## config.mk

```make
export PLATFORM = sky130hd
export DESIGN_NAME = multicycle_control_unit
export DESIGN_NICKNAME = d
export VERILOG_FILES = /design/src/rtl/multicycle_control_unit.sv
export SDC_FILE = /design/constraint.sdc
export NUM_CORES = 1
export LEC_CHECK = 0
export CORE_MARGIN = 2
export CORE_UTILIZATION = 51
export CTS_BUF_LIST = sky130_fd_sc_hd__clkbuf_8
export DETAILED_ROUTE_END_ITERATION = 6
export PLACE_DENSITY = 0.79
export SLEW_MARGIN = 10
export SYNTH_ARGS = -nofsm -noshare
export SYNTH_HDL_FRONTEND = slang
export SYNTH_SLANG_ARGS = --single-unit
export TNS_END_PERCENT = 10
```

## constraint.sdc

```tcl
create_clock -name clk -period 1.6 [get_ports clk]
set_input_delay 0.16 -clock clk [delete_from_list [all_inputs] [get_ports clk]]
set_output_delay 0.16 -clock clk [all_outputs]
set_load 0.05 [all_outputs]
```

## src/rtl/multicycle_control_unit.sv

```systemverilog
// Multicycle FETCH/DECODE/EXECUTE/MEM/WRITEBACK control FSM for the RV64 datapath.
// Optional macro CTRL_PERF_COUNTERS_EN adds cycleCount/retiredCount outputs.
module multicycle_control_unit #(
    parameter int MEM_TIMEOUT = 16,
    parameter int CNT_W       = 32
) (
    input  logic clk,
    input  logic reset,
    input  logic start,
    input  logic [6:0] opcode,
    input  logic [2:0] funct3,
    input  logic funct7_5,
    input  logic selectedFlag,
    input  logic dataAck,
    output logic irLoad,
    output logic pcLoad,
    output logic pcSrc,
    output logic writeEnable_Registers,
    output logic writeEnable_DataMemory,
    output logic dataReq,
    output logic muxSelect_ImmVsDataout2,
    output logic muxSelect_SumVsReadData,
    output logic SumOrSub,
    output logic busy,
    output logic halted,
    output logic error
`ifdef CTRL_PERF_COUNTERS_EN
    ,
    output logic [CNT_W-1:0] cycleCount,
    output logic [CNT_W-1:0] retiredCount
`endif
);

    typedef enum logic [2:0] {
        IDLE, FETCH, DECODE, EXECUTE, MEM, WRITEBACK, HALT, ERROR
    } state_t;

    typedef enum logic [2:0] {
        CL_R, CL_I, CL_LOAD, CL_STORE, CL_BRANCH
    } class_t;

    localparam logic [6:0] OP_R      = 7'b0110011;
    localparam logic [6:0] OP_I      = 7'b0010011;
    localparam logic [6:0] OP_LOAD   = 7'b0000011;
    localparam logic [6:0] OP_STORE  = 7'b0100011;
    localparam logic [6:0] OP_BRANCH = 7'b1100011;
    localparam logic [6:0] OP_SYSTEM = 7'b1110011;
    localparam logic [CNT_W-1:0] TIMEOUT_LAST = CNT_W'(MEM_TIMEOUT - 1);

    state_t state, state_n;
    class_t cls, cls_n;
    logic   sub, sub_n;
    logic [CNT_W-1:0] mem_cnt;

    always_ff @(posedge clk) begin
        if (reset) begin
            state   <= IDLE;
            mem_cnt <= '0;
        end else begin
            state <= state_n;
            // Counter is held at zero outside MEM so it starts from zero on every entry.
            if (state != MEM)
                mem_cnt <= '0;
            else if (!dataAck)
                mem_cnt <= mem_cnt + 1'b1;
        end
    end

    always_ff @(posedge clk) begin
        cls <= cls_n;
        sub <= sub_n;
    end

    always_comb begin
        state_n                 = state;
        cls_n                   = cls;
        sub_n                   = sub;
        irLoad                  = 1'b0;
        pcLoad                  = 1'b0;
        pcSrc                   = 1'b0;
        writeEnable_Registers   = 1'b0;
        writeEnable_DataMemory  = 1'b0;
        dataReq                 = 1'b0;
        muxSelect_ImmVsDataout2 = 1'b0;
        muxSelect_SumVsReadData = 1'b0;
        SumOrSub                = 1'b0;
        busy                    = 1'b0;
        halted                  = 1'b0;
        error                   = 1'b0;
        case (state)
            IDLE: if (start) state_n = FETCH;
            FETCH: begin
                busy    = 1'b1;
                irLoad  = 1'b1;
                state_n = DECODE;
            end
            DECODE: begin
                busy    = 1'b1;
                sub_n   = funct7_5;
                state_n = EXECUTE;
                case (opcode)
                    OP_R:      cls_n = CL_R;
                    OP_I:      cls_n = CL_I;
                    OP_LOAD:   cls_n = CL_LOAD;
                    OP_STORE:  cls_n = CL_STORE;
                    OP_BRANCH: cls_n = CL_BRANCH;
                    OP_SYSTEM: begin
                        // The halting instruction retires here so a restart fetches the next one.
                        pcLoad  = 1'b1;
                        state_n = HALT;
                    end
                    default:   state_n = ERROR;
                endcase
            end
            EXECUTE: begin
                busy = 1'b1;
                case (cls)
                    CL_R, CL_I:         state_n = WRITEBACK;
                    CL_LOAD, CL_STORE:  state_n = MEM;
                    default: begin
                        pcLoad  = 1'b1;
                        pcSrc   = selectedFlag;
                        state_n = FETCH;
                    end
                endcase
            end
            MEM: begin
                busy                   = 1'b1;
                dataReq                = 1'b1;
                writeEnable_DataMemory = (cls == CL_STORE);
                if (dataAck) begin
                    if (cls == CL_STORE) begin
                        pcLoad  = 1'b1;
                        state_n = FETCH;
                    end else begin
                        state_n = WRITEBACK;
                    end
                end else if (mem_cnt == TIMEOUT_LAST) begin
                    state_n = ERROR;
                end
            end
            WRITEBACK: begin
                busy                    = 1'b1;
                writeEnable_Registers   = 1'b1;
                muxSelect_SumVsReadData = (cls == CL_LOAD);
                pcLoad                  = 1'b1;
                state_n                 = FETCH;
            end
            HALT: begin
                halted = 1'b1;
                if (start) state_n = FETCH;
            end
            default: error = 1'b1;
        endcase
        // ALU controls stay asserted past EXECUTE: the ALU is combinational, so the memory
        // address and the writeback result depend on them until the instruction retires.
        if (state == EXECUTE || state == MEM || state == WRITEBACK) begin
            muxSelect_ImmVsDataout2 = (cls == CL_I) || (cls == CL_LOAD) || (cls == CL_STORE);
            SumOrSub                = ((cls == CL_R) && sub) || (cls == CL_BRANCH);
        end
        // A reset cycle must never commit a register, memory or PC update.
        if (reset) begin
            irLoad                  = 1'b0;
            pcLoad                  = 1'b0;
            pcSrc                   = 1'b0;
            writeEnable_Registers   = 1'b0;
            writeEnable_DataMemory  = 1'b0;
            dataReq                 = 1'b0;
            muxSelect_ImmVsDataout2 = 1'b0;
            muxSelect_SumVsReadData = 1'b0;
            SumOrSub                = 1'b0;
            busy                    = 1'b0;
            halted                  = 1'b0;
            error                   = 1'b0;
        end
    end

`ifdef CTRL_PERF_COUNTERS_EN
    always_ff @(posedge clk) begin
        if (reset) begin
            cycleCount   <= '0;
            retiredCount <= '0;
        end else begin
            if (busy)   cycleCount   <= cycleCount + 1'b1;
            if (pcLoad) retiredCount <= retiredCount + 1'b1;
        end
    end
`endif

    logic unused_funct3;
    assign unused_funct3 = ^funct3;

endmodule
```

## After elaboration in Yosys (flattened, before gate mapping)

Index checks and enable logic that the tools add are counted.

| word-level totals | value |
|---|---|
| register bits | 39 |
| input bits | 16 |
| output and inout port bits | 12 |
| logic and storage cells | 82 |

| cells by class | value |
|---|---|
| $add $sub $neg | 1 |
| eq/ne operators | 20 |
| muxes and demuxes | 37 |
| reductions and logical operators | 20 |

Operators by type and width:

| cell | count |
|---|---|
| $add 32x1->32 const B | 1 |
| $eq 32x4->1 const B | 1 |
| $mux 1 | 28 |
| $pmux 3 s6 | 1 |
| $pmux 3 s5 | 1 |
| $eq 7x6->1 const B | 2 |
| $eq 7x7->1 const B | 2 |
| $eq 3x2->1 const B | 4 |
| $eq 3x3->1 const B | 4 |
| $mux 3 | 4 |
| $pmux 3 s2 | 2 |
| $reduce_or 5->1 | 2 |
| $reduce_or 2->1 | 4 |
| $eq 7x2->1 const B | 1 |
| $eq 7x5->1 const B | 1 |
| $reduce_or 7->1 | 1 |
| $eq 3x1->1 const B | 2 |
| $logic_not 3->1 | 2 |
| $ne 3x3->1 const B | 2 |
| $reduce_bool 6->1 | 1 |
| $logic_or 1x1->1 | 5 |
| $reduce_bool 5->1 | 1 |
| $pmux 1 s4 | 1 |
| $reduce_or 4->1 | 1 |
| 4 further kinds | 4 |

## Logic depth before layout (Yosys ltp)

| logic depth | value |
|---|---|
| depth in word-level cells | 5 |
| gate-level depth with buffers | 7 |

## Worst setup path after synthesis

OpenSTA, ideal clock, no wires.

| timing | value |
|---|---|
| kind | reg2out |
| from | register state[2] |
| to | output port muxSelect_SumVsReadData |
| arrival | 2.505 ns |
| required time | 1.440 ns |
| slack | -1.065 ns |
| stages on the path, launching flop included | 4 |
| cell sequence | dfxtp_1 buf_1 nand2b_1 nor4b_1 |

| between the ends | value |
|---|---|
| word-level cells in the longest chain between the ends | 3 |

Ends and longest elaborated chain:

| item | RTL line | text |
|---|---|---|
| start: declaration | 50 | `state_t state, state_n;` |
| start signal: assignment | 60 | `state <= state_n;` |
| $eq 3x3->1 | 90 | `case (state)` |
| $mux 1 | 90 |  |
| $mux 1 | 162 | `if (reset) begin` |
| end: declaration | 22 | `output logic muxSelect_SumVsReadData,` |

Every way passes these cells.

## Worst setup path after layout

| timing | value |
|---|---|
| from | register state[2] |
| to | output port writeEnable_DataMemory |

| between the ends | value |
|---|---|
| word-level cells in the longest chain between the ends | 3 |

Ends and longest elaborated chain:

| item | RTL line | text |
|---|---|---|
| $eq 3x3->1 | 90 |  |
| $mux 1 | 90 |  |
| $mux 1 | 162 |  |
| end: declaration | 19 | `output logic writeEnable_DataMemory,` |

Every way passes these cells.

==> results by group <==
Detailed routing
  • Met1 wire length: 2532 um
  • Total wire length: 5785 um
  • DRC Markers: 0
  • Vias per cell: 5.653
  • Top Metal Used: met4
  • Met2 wire length: 2863 um
  • Initial DRC Count: 116
  • Met3 wire length: 264 um
  • Vias post-DR: 2035
  • Pre-antenna DRT Iters: 4
  • DRT antenna net count: 0
  • Drt wl/cell: 16.07 um

Place
  • GPL Wtd Cong: 0.8115
  • Dpl hpwl: 3761 um
  • Port bufs: 24

Floorplanning
  • Die height: 69.00 um
  • FP Rows: 23
  • Die Footprint: 4760 um2
  • Die span in x: 69.00 um
  • # IOs: 28
  • Starting density of the core: 0.5348
  • Core area: 4029 um2

Clock tree
  • CTS tree: done
  • CTS Sinks: 39
  • H-tree Lvls: 2
  • Clock buffer count from CTS: 5
  • Clock transition at path regs: 70 ps
  • Clock Path Buffers: 2
  • CTS root buf: clkbuf_8
  • Hold_buf cts: 0
  • Worst-Skew Late Latency: 300 ps

Yosys
  • Post-synth top area share: 0.3252
  • Synth unique cells: 49
  • Post-Syn Instances: 248
  • Number of flops mapped to enable cells by yosys: 4
  • Post-synth top area cell: dfxtp_1
  • Avg Cell Area, Syn: 8.688 um2
  • Synthesized flop and latch total: 39
  • Area contributors post-synth: dfxtp_1, xor2_1, nor2_1
  • Mapped Nets: 267
  • Most common flop cell mapped by yosys: dfxtp_1
  • Sequential fraction of the synthesis area: 0.3810
  • Synth warnings: 0
  • Syn Std Cell Area: 2155 um2
  • Post-synth ARST share: 0
  • Count leader, synth: nor2_1
  • Commonest cells post-synth: nor2_1, dfxtp_1, xor2_1

Pwr
  • Sw Pwr: 940.9 uW
  • Switching Fraction: 0.3394
  • Max IR drop VDD: 0.8442 mV
  • Leak: 0.001125 uW
  • Comb power frac: 0.356
  • Power Internal: 1832 uW
  • Sequential share of power: 0.378
  • PD cells: 910.0 nW/um2
  • Power Total: 2772 uW
  • Clock group share of total power: 0.267

Worst hold path
  • Hold Crit Start: funct7_5
  • Hold Path Depth: 1
  • Worst hold endpoint: sub
  • Worst min path class: in2reg

Critical path
  • Worst Path Required: 1440 ps
  • Critical path peak fanout: 2
  • WP data arrival: 1670 ps
  • Reg2reg setup slack: -170 ps
  • Critical path endpoint category: output port
  • Worst reg2reg path endpoint: state[1]
  • Crit Path Category: reg2out
  • Element type at the critical path start: flip-flop
  • CP cell instances: or3b_4, or2_4, clkinvlp_4, and3_4, buf_8
  • Worst R2R Start: state[2]
  • CP peak stage delay: 390 ps
  • Depth of the worst register-to-register path: 6
  • Crit path max-delay cell type: or3b_4

Timing
  • Final WS setup: -232.6 ps
  • Final setup fails: 11
  • Max Fclk: 545.7 MHz
  • Final Hold Viols: 0
  • Rel. slew slack: 0.7612
  • WHS: 420.2 ps
  • Share of the clock period used by the worst path after layout: 1.145
  • RSZ-0062 raised after global routing: true
  • Slew @ Worst Pin: 355.3 ps
  • Post-layout minimum cycle time: 1833 ps
  • Skew final: 2.618 ps
  • Max Slew Vio Count: 0

Run
  • Max-Cap Viols: 0

Global routing
  • Gr usage total: 0.2504
  • Initial antenna violation count: 0
  • Pin count of the biggest net entering global routing: 33
  • Vias in the first global route: 1979
  • Overflow after GRT: 0
  • Global-route wire length before repair: 8645 um

Final layout
  • Filler cells: 255
  • Area Overhead vs Synth: 41.41%
  • Layout cell share with drive strength beyond 1: 0.3484
  • Area of the multi-input gates: 1341 um2
  • Nets: 328
  • Final Util: 0.7562
  • Sequential cell area: 832.0 um2
  • Antenna fix cells: 0

Run status
  • Failing checks: setup timing
  • Status: complete, but fails checks
==> worst max path at each step <==
| stage | cells after the start | slack [ps] | end | startpoint |
|---|---|---|---|---|
| 2_1_floorplan | 6 | -270 | writeEnable_DataMemory | state[1] |
| 3_3_place_gp | 6 | -170 | mem_cnt[9] | dataAck |
| 3_5_place_dp | 6 | -200 | mem_cnt[9] | dataAck |
| 4_1_cts | 5 | -240 | writeEnable_DataMemory | state[1] |
| 5_1_grt | 7 | -300 | muxSelect_ImmVsDataout2 | state[1] |
| 6_report | 5 | -230 | writeEnable_DataMemory | state[2] |
==> cell type report <==
| type | instances | area share |
|---|---|---|
| tap | 50 | 0.02053 |
| inverter | 6 | 0.008624 |
| clock inverter | 1 | 0.001232 |
| sequential | 39 | 0.2731 |
| clock buffer | 7 | 0.03162 |
| multi-input combinational | 190 | 0.4402 |
| timing repair buffer | 67 | 0.2246 |
==> per-layer routing <==
| layer | vias up | global-route usage |
|---|---|---|
| li1 | 992 | - |
| met1 | 980 | 0.3098 |
| met2 | 49 | 0.4111 |
| met3 | 14 | 0.07630 |
| met4 | 0 | 0.09069 |
| met5 | - | 0 |
==> registers in the layout, indices dropped and copies added, names as in the netlist <==
register  count
sub           1
cls           3
mem_cnt      32
state         3
==> power groups by stage <==
stage                     logic (uW)  registers [uW]  clock network [uW]
final                            986            1050                 739
after CTS                        926            1050                 740
after floorplan                  592            1060                   0
after global routing            1050            1050                 788
after detailed placement         886            1060                   0
after global placement           875            1060                   0
==> logic make-up (layout without fill, tap and decap cells) <==
group           Yosys count  after routing  share of synthesized area
buf+inv                  19             81                    0.06445
mux                       1              1                   0.004646
fa+ha+maj                 4              4                    0.02207
compound gates           21             21                    0.06794
simple gates            132            132                     0.3299
flops                    39             39                     0.3810
xor+xnor                 32             32                     0.1301
==> metrics by stage <==
step                      cells  setup WS, ps  cell area [um2]  TNS, ps
after floorplan             248        -267.1             2205    -1814
after global placement      350        -173.0             2794    -2274
after detailed placement    350        -199.9             2794    -3287
after CTS                   358        -242.5             2947    -1358
after global routing        360        -299.6             3047    -2893
final                       360        -232.6             3047    -1578
==> layout by cell type (no fill, tap or decap), types with 4 or more instances in the layout <==
cell type | synthesis | final
xnor2_1 | 10 | 10
a21oi_1 | 5 | 4
and3_1 | 6 | 4
and2_1 | 5 | 5
nor4_2 | 0 | 4
inv_1 | 6 | 4
edfxtp_1 | 4 | 4
dfxtp_2 | 0 | 6
buf_12 | 0 | 10
nand3_1 | 10 | 10
nor2_1 | 43 | 37
nand4_1 | 16 | 16
xor2_1 | 22 | 22
nand2_1 | 14 | 14
clkdlybuf4s50_1 | 0 | 12
buf_4 | 3 | 40
dfxtp_1 | 35 | 28
nor2_2 | 0 | 6
nor3_1 | 9 | 6
clkbuf_8 | 1 | 7
==> what timing repair did <==
item / CTS / global route
endpoints found under the setup margin: 18 / 33
gates resized for setup: 18 / 24
gates cloned: 0 / 0
setup buffers: 0 / 2
pin swaps: 5 / 9
==> worst max-delay path, delay by kind of cell (launching register included) <==
kind / cells / cell delay [ps]
buffers and inverters: 2 / 210
flip-flops: 1 / 330
AND/OR/NAND/NOR: 3 / 830
Power figures use the tool's default switching activity.
